<file path="config.mk">
export PLATFORM = sky130hd
export DESIGN_NAME = memory_responder
export DESIGN_NICKNAME = d
export VERILOG_FILES = /design/src/rtl/mem_map_pkg.sv /design/src/rtl/port_sync.sv /design/src/rtl/memory_responder.sv
export SDC_FILE = /design/constraint.sdc
export NUM_CORES = 2
export LEC_CHECK = 0
export BUFFER_PORTS_ARGS = -buffer_cell sky130_fd_sc_hd__buf_2
export CORE_UTILIZATION = 54
export CTS_CLUSTER_DIAMETER = 60
export CTS_CLUSTER_SIZE = 40
export DETAILED_ROUTE_END_ITERATION = 6
export PLACE_DENSITY = 0.79
export SLEW_MARGIN = 40
export SYNTH_ARGS = -nofsm -noshare
export SYNTH_HDL_FRONTEND = slang
export SYNTH_SLANG_ARGS = --single-unit
</file>
<file path="constraint.sdc">
create_clock -name clk -period 5.2 [get_ports clk]
set_input_delay 0.26 -clock clk [delete_from_list [all_inputs] [get_ports clk]]
set_output_delay 0.26 -clock clk [all_outputs]
set_load 0.05 [all_outputs]
</file>
<file path="src/rtl/mem_map_pkg.sv">
// Shared address map, region and FSM types for the memory responder.
// Region bases are aligned, so a region index is simply the low address bits.
package mem_map_pkg;

  localparam logic [7:0] ROM_BASE = 8'h00;
  localparam logic [7:0] RAM_BASE = 8'h80;
  localparam logic [7:0] OUT_BASE = 8'hE0;
  localparam logic [7:0] IN_BASE  = 8'hF0;

  typedef enum logic [1:0] {REG_ROM, REG_RAM, REG_OUT, REG_IN} region_t;
  typedef enum logic {BOOT, RUN} resp_state_t;

  function automatic region_t region_of(input logic [7:0] a);
    region_t r;
    if (a >= IN_BASE)       r = REG_IN;
    else if (a >= OUT_BASE) r = REG_OUT;
    else if (a >= RAM_BASE) r = REG_RAM;
    else if (a >= ROM_BASE) r = REG_ROM;
    else                    r = REG_ROM;
    return r;
  endfunction

endpackage

</file>
<file path="src/rtl/port_sync.sv">
// Two-flop synchroniser for one 8-bit asynchronous input port.
// Latency: 2 clk edges from port change to q; no backpressure.
module port_sync (
  input  logic       clk,
  input  logic       reset,
  input  logic [7:0] d,
  output logic [7:0] q
);

  logic [7:0] meta;

  always_ff @(posedge clk) begin
    if (!reset) begin
      meta <= '0;
      q    <= '0;
    end else begin
      meta <= d;
      q    <= meta;
    end
  end

endmodule

</file>
<file path="src/rtl/memory_responder.sv">
// MAR-addressed memory/IO responder: ROM, RAM, output and synchronised input ports plus boot loader.
// Latency: read data registered one edge after MAR settles; no backpressure, every strobe is accepted.
module memory_responder
  import mem_map_pkg::*;
#(
  parameter int ROM_DEPTH = 128,
  parameter int RAM_DEPTH = 96,
  parameter int N_OUT     = 16,
  parameter int N_IN      = 16,
  parameter bit BOOT_EN   = 1'b1
) (
  input  logic             clk,
  input  logic             reset,
  input  logic             mar_load,
  input  logic [7:0]       mar_addr,
  input  logic             write,
  input  logic [7:0]       write_data,
  output logic [7:0]       from_memory,
  input  logic [8*N_IN-1:0]  port_in,
  output logic [8*N_OUT-1:0] port_out,
  input  logic             boot_valid,
  input  logic [7:0]       boot_addr,
  input  logic [7:0]       boot_data,
  input  logic             boot_done,
  output logic             boot_ready,
  output logic             cpu_hold,
  output logic             rom_wr_err
);

  localparam resp_state_t RESET_STATE = BOOT_EN ? BOOT : RUN;
  localparam logic [7:0]  ROM_LIMIT   = 8'(ROM_DEPTH);
  localparam logic [7:0]  RAM_LIMIT   = 8'(RAM_DEPTH);
  localparam logic [4:0]  OUT_LIMIT   = 5'(N_OUT);
  localparam logic [4:0]  IN_LIMIT    = 5'(N_IN);

  resp_state_t state, state_nxt;
  logic [7:0]  mar;
  logic [7:0]  rom [ROM_DEPTH];
  logic [7:0]  ram [RAM_DEPTH];
  logic [7:0]  out_q [N_OUT];
  logic [7:0]  in_sync [N_IN];

  logic        in_run, in_boot;
  logic        wr_en;
  logic [7:0]  wr_addr, wr_dat;
  region_t     wr_region, rd_region;
  logic        rom_we, ram_we, out_we, rom_err_set, wr_fwd;
  logic [7:0]  rd_data;

  function automatic logic rom_pop(input logic [7:0] a);
    return ({1'b0, a[6:0]} < ROM_LIMIT);
  endfunction

  function automatic logic ram_pop(input logic [7:0] a);
    return ({1'b0, a[6:0]} < RAM_LIMIT);
  endfunction

  function automatic logic out_pop(input logic [7:0] a);
    return ({1'b0, a[3:0]} < OUT_LIMIT);
  endfunction

  function automatic logic in_pop(input logic [7:0] a);
    return ({1'b0, a[3:0]} < IN_LIMIT);
  endfunction

  for (genvar k = 0; k < N_IN; k++) begin : g_in
    port_sync u_sync (
      .clk   (clk),
      .reset (reset),
      .d     (port_in[8*k +: 8]),
      .q     (in_sync[k])
    );
  end

  for (genvar k = 0; k < N_OUT; k++) begin : g_out
    assign port_out[8*k +: 8] = out_q[k];
  end

  always_ff @(posedge clk) begin
    if (!reset) state <= RESET_STATE;
    else        state <= state_nxt;
  end

  always_comb begin
    state_nxt  = state;
    boot_ready = 1'b0;
    cpu_hold   = 1'b0;
    case (state)
      BOOT: begin
        boot_ready = 1'b1;
        cpu_hold   = 1'b1;
        if (boot_done) state_nxt = RUN;
      end
      RUN: state_nxt = RUN;
      default: state_nxt = RESET_STATE;
    endcase
  end

  // One write port shared by the boot loader and the CPU; in RUN the write address is MAR.
  always_comb begin
    in_run      = (state == RUN);
    in_boot     = (state == BOOT);
    wr_en       = in_boot ? boot_valid : write;
    wr_addr     = in_boot ? boot_addr  : mar;
    wr_dat      = in_boot ? boot_data  : write_data;
    wr_region   = region_of(wr_addr);
    rd_region   = region_of(mar);
    rom_we      = in_boot && wr_en && (wr_region == REG_ROM) && rom_pop(wr_addr);
    ram_we      = wr_en && (wr_region == REG_RAM) && ram_pop(wr_addr);
    out_we      = in_run && write && (rd_region == REG_OUT) && out_pop(mar);
    rom_err_set = in_run && write && (rd_region == REG_ROM) && rom_pop(mar);
    wr_fwd      = (in_run && ram_we) || out_we;
  end

  always_comb begin
    rd_data = '0;
    case (rd_region)
      REG_ROM: if (rom_pop(mar)) rd_data = rom[mar[6:0]];
      REG_RAM: if (ram_pop(mar)) rd_data = ram[mar[6:0]];
      REG_OUT: if (out_pop(mar)) rd_data = out_q[mar[3:0]];
      REG_IN:  if (in_pop(mar))  rd_data = in_sync[mar[3:0]];
      default: rd_data = '0;
    endcase
  end

  // Storage arrays keep their contents through reset so a reboot can reuse the program.
  always_ff @(posedge clk) begin
    if (reset) begin
      if (rom_we) rom[wr_addr[6:0]] <= wr_dat;
      if (ram_we) ram[wr_addr[6:0]] <= wr_dat;
    end
  end

  always_ff @(posedge clk) begin
    if (!reset) begin
      mar         <= '0;
      from_memory <= '0;
      rom_wr_err  <= 1'b0;
      for (int i = 0; i < N_OUT; i++) out_q[i] <= '0;
    end else begin
      if (in_run && mar_load) mar <= mar_addr;
      if (rom_err_set) rom_wr_err <= 1'b1;
      if (out_we) out_q[mar[3:0]] <= write_data;
      if (!in_run)     from_memory <= '0;
      else if (wr_fwd) from_memory <= write_data;
      else             from_memory <= rd_data;
    end
  end

endmodule

</file>
==> impl_summary.md <==
Outcome
The flow ran to the end, and the final reports show no timing, DRC or antenna violations.

Pwr
The maximum resistive drop on vdd is 0.3414 mV. The switching power is 7.949 mW. The cell leakage power is 29.87 nW. Internal power comes to 25.38 mW. The power density over the cells is 351.2 nW/um^2. The fraction of power consumed by sequential logic is 58.8%. Net switching is 23.85% of the power. The power consumption is 33.33 mW. The share of power burned in combinational logic is 6.0%. The power share of the clock group is 35.3%.

Placement
Including well taps, the total number of placed cells is 6460. In this run the tool buffered the top-level ports with 304 buffer cells. The congestion estimate from routability-driven global placement came to 0.9547. After detailed placement, the total cell area comes to 88600 um^2. The sum of net half-perimeters after detailed placement is 139800 um.

Clock tree
Clock-pin slew was measured on the worst setup and hold paths at 0.10 ns. The maximum root-to-sink buffer count is 3. The number of gates resized after CTS is 0. The clock drives 2201 sinks. The CTS tree is built. The root buffer cell is sky130_fd_sc_hd__clkbuf_16. The clock insertion delay at the later pin of the skew report is 0.80 ns. The number of CTS-inserted buffers is 120.

The post-CTS setup repair buffer count is 0. The level count of the clock H-tree is 3. Buffers inserted to repair hold after CTS numbered 143.

Critical path
STA classifies the critical path startpoint as a flip-flop. The worst setup path is captured at a flip-flop. Of all nets on the critical path, the largest fanout is 63. At the worst endpoint, the required time is 5.88 ns. The delay contributed by the slowest stage of the critical path is 0.83 ns. Data arrives at the worst endpoint at 4.86 ns. The worst register-to-register path has a depth of 8. The worst register-to-register path ends at from_memory[6]. Walking the worst path, the cells encountered are buf_12 -> nor2b_1 -> a22oi_1 -> a31oi_1 -> nand3_1 -> a2111oi_1 -> o211ai_1 -> nor4bb_1. The critical path start-end classification is reg -> reg. The slowest stage of the critical path belongs to the cell sky130_fd_sc_hd__a2111oi_1. Setup slack on the worst reg-to-reg path comes out at 1.02 ns.

STA
Setup violations remaining at the end of the flow were counted as 0. The ratio of final minimum period to clock period is 80.30%. The worst-case clock skew is 0.05234 ns. After routing, the total negative slack on setup checks comes to 0 ns. The final hold violation count is 0. Setup repair after global routing left no endpoint under its margin. The number of pins exceeding their max-slew limit in the final report is 0.

Measured against its own limit, the worst slew margin works out to 36.46%. The pin slew with the least headroom to its limit is 0.9531 ns. Derived from the worst setup path, the maximum achievable clock frequency is 239.5 MHz. The time the final worst path needs with I/O delays and setup is 4.176 ns.

Min path
The path with the worst hold slack has its endpoint at rom_wr_err. The number of stages on the worst hold path is 4. The hold path startpoint is write.

The min-delay analysis places its worst path in the category in -> reg.

Logic synthesis
The fraction of synthesized cell area taken by the top area cell type is 68.46%. The cell with the most instances after synthesis is sky130_fd_sc_hd__edfxtp_1. Synthesis inferred 2201 register bits.

The commonest cells after synthesis are sky130_fd_sc_hd__edfxtp_1 (1920), sky130_fd_sc_hd__mux4_2 (542), sky130_fd_sc_hd__and2_1 (391). Counting every instance in the synthesized netlist gives 4236. The post-synthesis net count is 4402. The largest area contributor in the netlist is sky130_fd_sc_hd__edfxtp_1. The Yosys step of the flow raised 0 warnings. For this run, asynchronously set or reset flops after synthesis account for 0%. Of the synthesized area, sequential elements account for 75.14%. Ranked by total cell area, the synthesized netlist is headed by sky130_fd_sc_hd__edfxtp_1 (68%), sky130_fd_sc_hd__mux4_2 (14%), sky130_fd_sc_hd__dfxtp_1 (6.7%), sky130_fd_sc_hd__and2_1 (2.9%), sky130_fd_sc_hd__mux2i_1 (1.3%). In this run, distinct cell masters in the synthesized netlist total 54.

In this run the mean area of a mapped cell was 19.88 um^2. In this run the cell area of the synthesized design comes to 84220 um^2. The count of flip-flops with a built-in enable after synthesis is 1920. The prevailing post-synth register cell is sky130_fd_sc_hd__edfxtp_1.

Layout
In the final layout, the share of cells above drive strength 1 is 26.82%. Compared with the post-synthesis result, the final layout area differs by 12.66%. The final-stage net count is 4850.

Summing all flip-flop and latch instances after layout gives 63310 um^2. The fill cell instance count of the final layout is 9909. The cell area after layout is 94880 um^2. The final cell count without fillers is 6841. In the final layout, the multi-input gates occupy 19950 um^2.

Global route
The overall overflow remaining after global route is 0. The largest net degree at the start of global routing is 254. The number of global-route vias before repair is 44.81k. The first-pass GRT wire length is 315000 um. The initial antenna violation count was 11. The total routing resource utilization after global routing is 27.99%.

Routing
The routed wire length is 221600 um. The remaining routing DRC violations is 0. The first-pass iteration count of the detailed router is 6. The per-cell via count in the routed design is 6.555. The final route contains 44.84k vias. The first routing iteration left 6944 violations. The routed wire length per instance is 32.39 um. Once detail routing completed, the nets flagged for antenna violations numbered 0.

Floorplanning
From bottom edge to top edge, the die measures 396.9 um. The floorplan has 144 rows. The area enclosed by the die boundary is 157500 um^2. During I/O placement, the number of pins put on the boundary was 305.

For this configuration, the core starts out at a cell density of 54.54%. The core region is 154400 um^2. The die span in x is 396.9 um.

Job
The number of violations of the max-capacitance limit is 0.
[sequential cells by signal, indices dropped and copies added, names as in the netlist, named ones only]
signal / cells
from_memory: 8
g_in.u_sync.meta: 128
g_in.u_sync.q: 128
in_run: 1
mar: 8
out_q: 128
ram: 768
rom: 1024
rom_wr_err: 1
[layer usage]
metal / vias up / track usage (%) / share of wire, %
li1: 17830 / - / -
met1: 22940 / 35.52 / 34
met2: 3457 / 44.80 / 48
met3: 594 / 7.520 / 12
met4: 16 / 13.84 / 5.4
met5: - / 0.4540 / 0.082
[how the worst max path moves through the flow]
stage / from / end / slack (ns)
2_1_floorplan: in_run / ram[0][0] / 1.72
3_3_place_gp: flip-flop / from_memory[6] / 1.22
4_1_cts: flip-flop / from_memory[6] / 1.10
3_5_place_dp: flip-flop / from_memory[6] / 1.19
5_1_grt: flip-flop / from_memory[6] / 1.03
6_report: flip-flop / from_memory[6] / 1.02
[stage by stage]
stage	hold slack (ns)	worst slack, ns	util [%]
2_1_floorplan	0.3702	1.717	-
3_3_place_gp	0.4161	1.220	57.20
3_5_place_dp	0.4169	1.187	57.38
4_1_cts	0.03793	1.105	61.38
5_1_grt	0.07822	1.028	61.44
6_report	0.07415	1.024	61.45
[layout make-up]
| class | count | area share (%) |
|---|---|---|
| Sequential cell | 2201 | 66.72 |
| Multi-Input combinational cell | 1776 | 21.03 |
| Timing Repair Buffer | 575 | 4.506 |
| Clock buffer | 131 | 3.354 |
| Tap cell | 2044 | 2.695 |
| Clock inverter | 99 | 1.642 |
| Inverter | 10 | 0.03956 |
| Antenna cell | 5 | 0.01319 |
[kinds of logic after synthesis]
kind of cell | synth area share, %
mux | 15.86
flops | 75.14
compound gates | 2.114
buf+inv | 1.526
simple gates | 5.360
[critical path, delay by kind of cell (launching register included)]
kind | cells | cell delay, ns
simple gates | 3 | 1.11
compound gates | 4 | 1.61
buf+inv | 1 | 0.50
flops | 1 | 0.77
[power groups by stage]
| stage | combinational (mW) | clock (mW) | sequential, mW |
|---|---|---|---|
| finish | 1.99 | 11.8 | 19.6 |
| global route | 2.06 | 12.3 | 19.6 |
| CTS | 1.95 | 11.7 | 19.6 |
| detailed placement | 1.86 | 0 | 20.0 |
| global placement | 1.79 | 0 | 20.0 |
| floorplan | 0.981 | 0 | 20.1 |
[cells in the final DEF, fill, tap and decap left out, types with 7 or more instances in the layout]
cell type and count:
sky130_fd_sc_hd__nand3_1 40, sky130_fd_sc_hd__a22oi_1 49, sky130_fd_sc_hd__a21oi_1 41, sky130_fd_sc_hd__buf_2 304, sky130_fd_sc_hd__nor2b_1 20, sky130_fd_sc_hd__clkinv_8 20
sky130_fd_sc_hd__o21ai_1 9, sky130_fd_sc_hd__a221oi_1 20, sky130_fd_sc_hd__a211oi_1 10, sky130_fd_sc_hd__dfxtp_1 270, sky130_fd_sc_hd__mux2i_1 106, sky130_fd_sc_hd__a21boi_0 7
sky130_fd_sc_hd__nand2b_1 18, sky130_fd_sc_hd__o221ai_1 22, sky130_fd_sc_hd__clkbuf_16 126, sky130_fd_sc_hd__buf_4 100, sky130_fd_sc_hd__inv_1 8, sky130_fd_sc_hd__o211ai_1 16
sky130_fd_sc_hd__clkinv_16 11, sky130_fd_sc_hd__edfxtp_1 1920, sky130_fd_sc_hd__a211o_1 7, sky130_fd_sc_hd__nand2_1 74, sky130_fd_sc_hd__nor2_2 44, sky130_fd_sc_hd__inv_12 14
sky130_fd_sc_hd__inv_8 14, sky130_fd_sc_hd__mux4_2 542, sky130_fd_sc_hd__and2_1 390, sky130_fd_sc_hd__o22ai_1 14, sky130_fd_sc_hd__nor2_1 229, sky130_fd_sc_hd__o21ai_0 20
sky130_fd_sc_hd__mux2_8 8, sky130_fd_sc_hd__dlygate4sd3_1 143, sky130_fd_sc_hd__buf_12 19, sky130_fd_sc_hd__clkinv_4 10, sky130_fd_sc_hd__nand2_2 12, sky130_fd_sc_hd__inv_6 10
No activity file was read; power rests on OpenSTA's default activity.
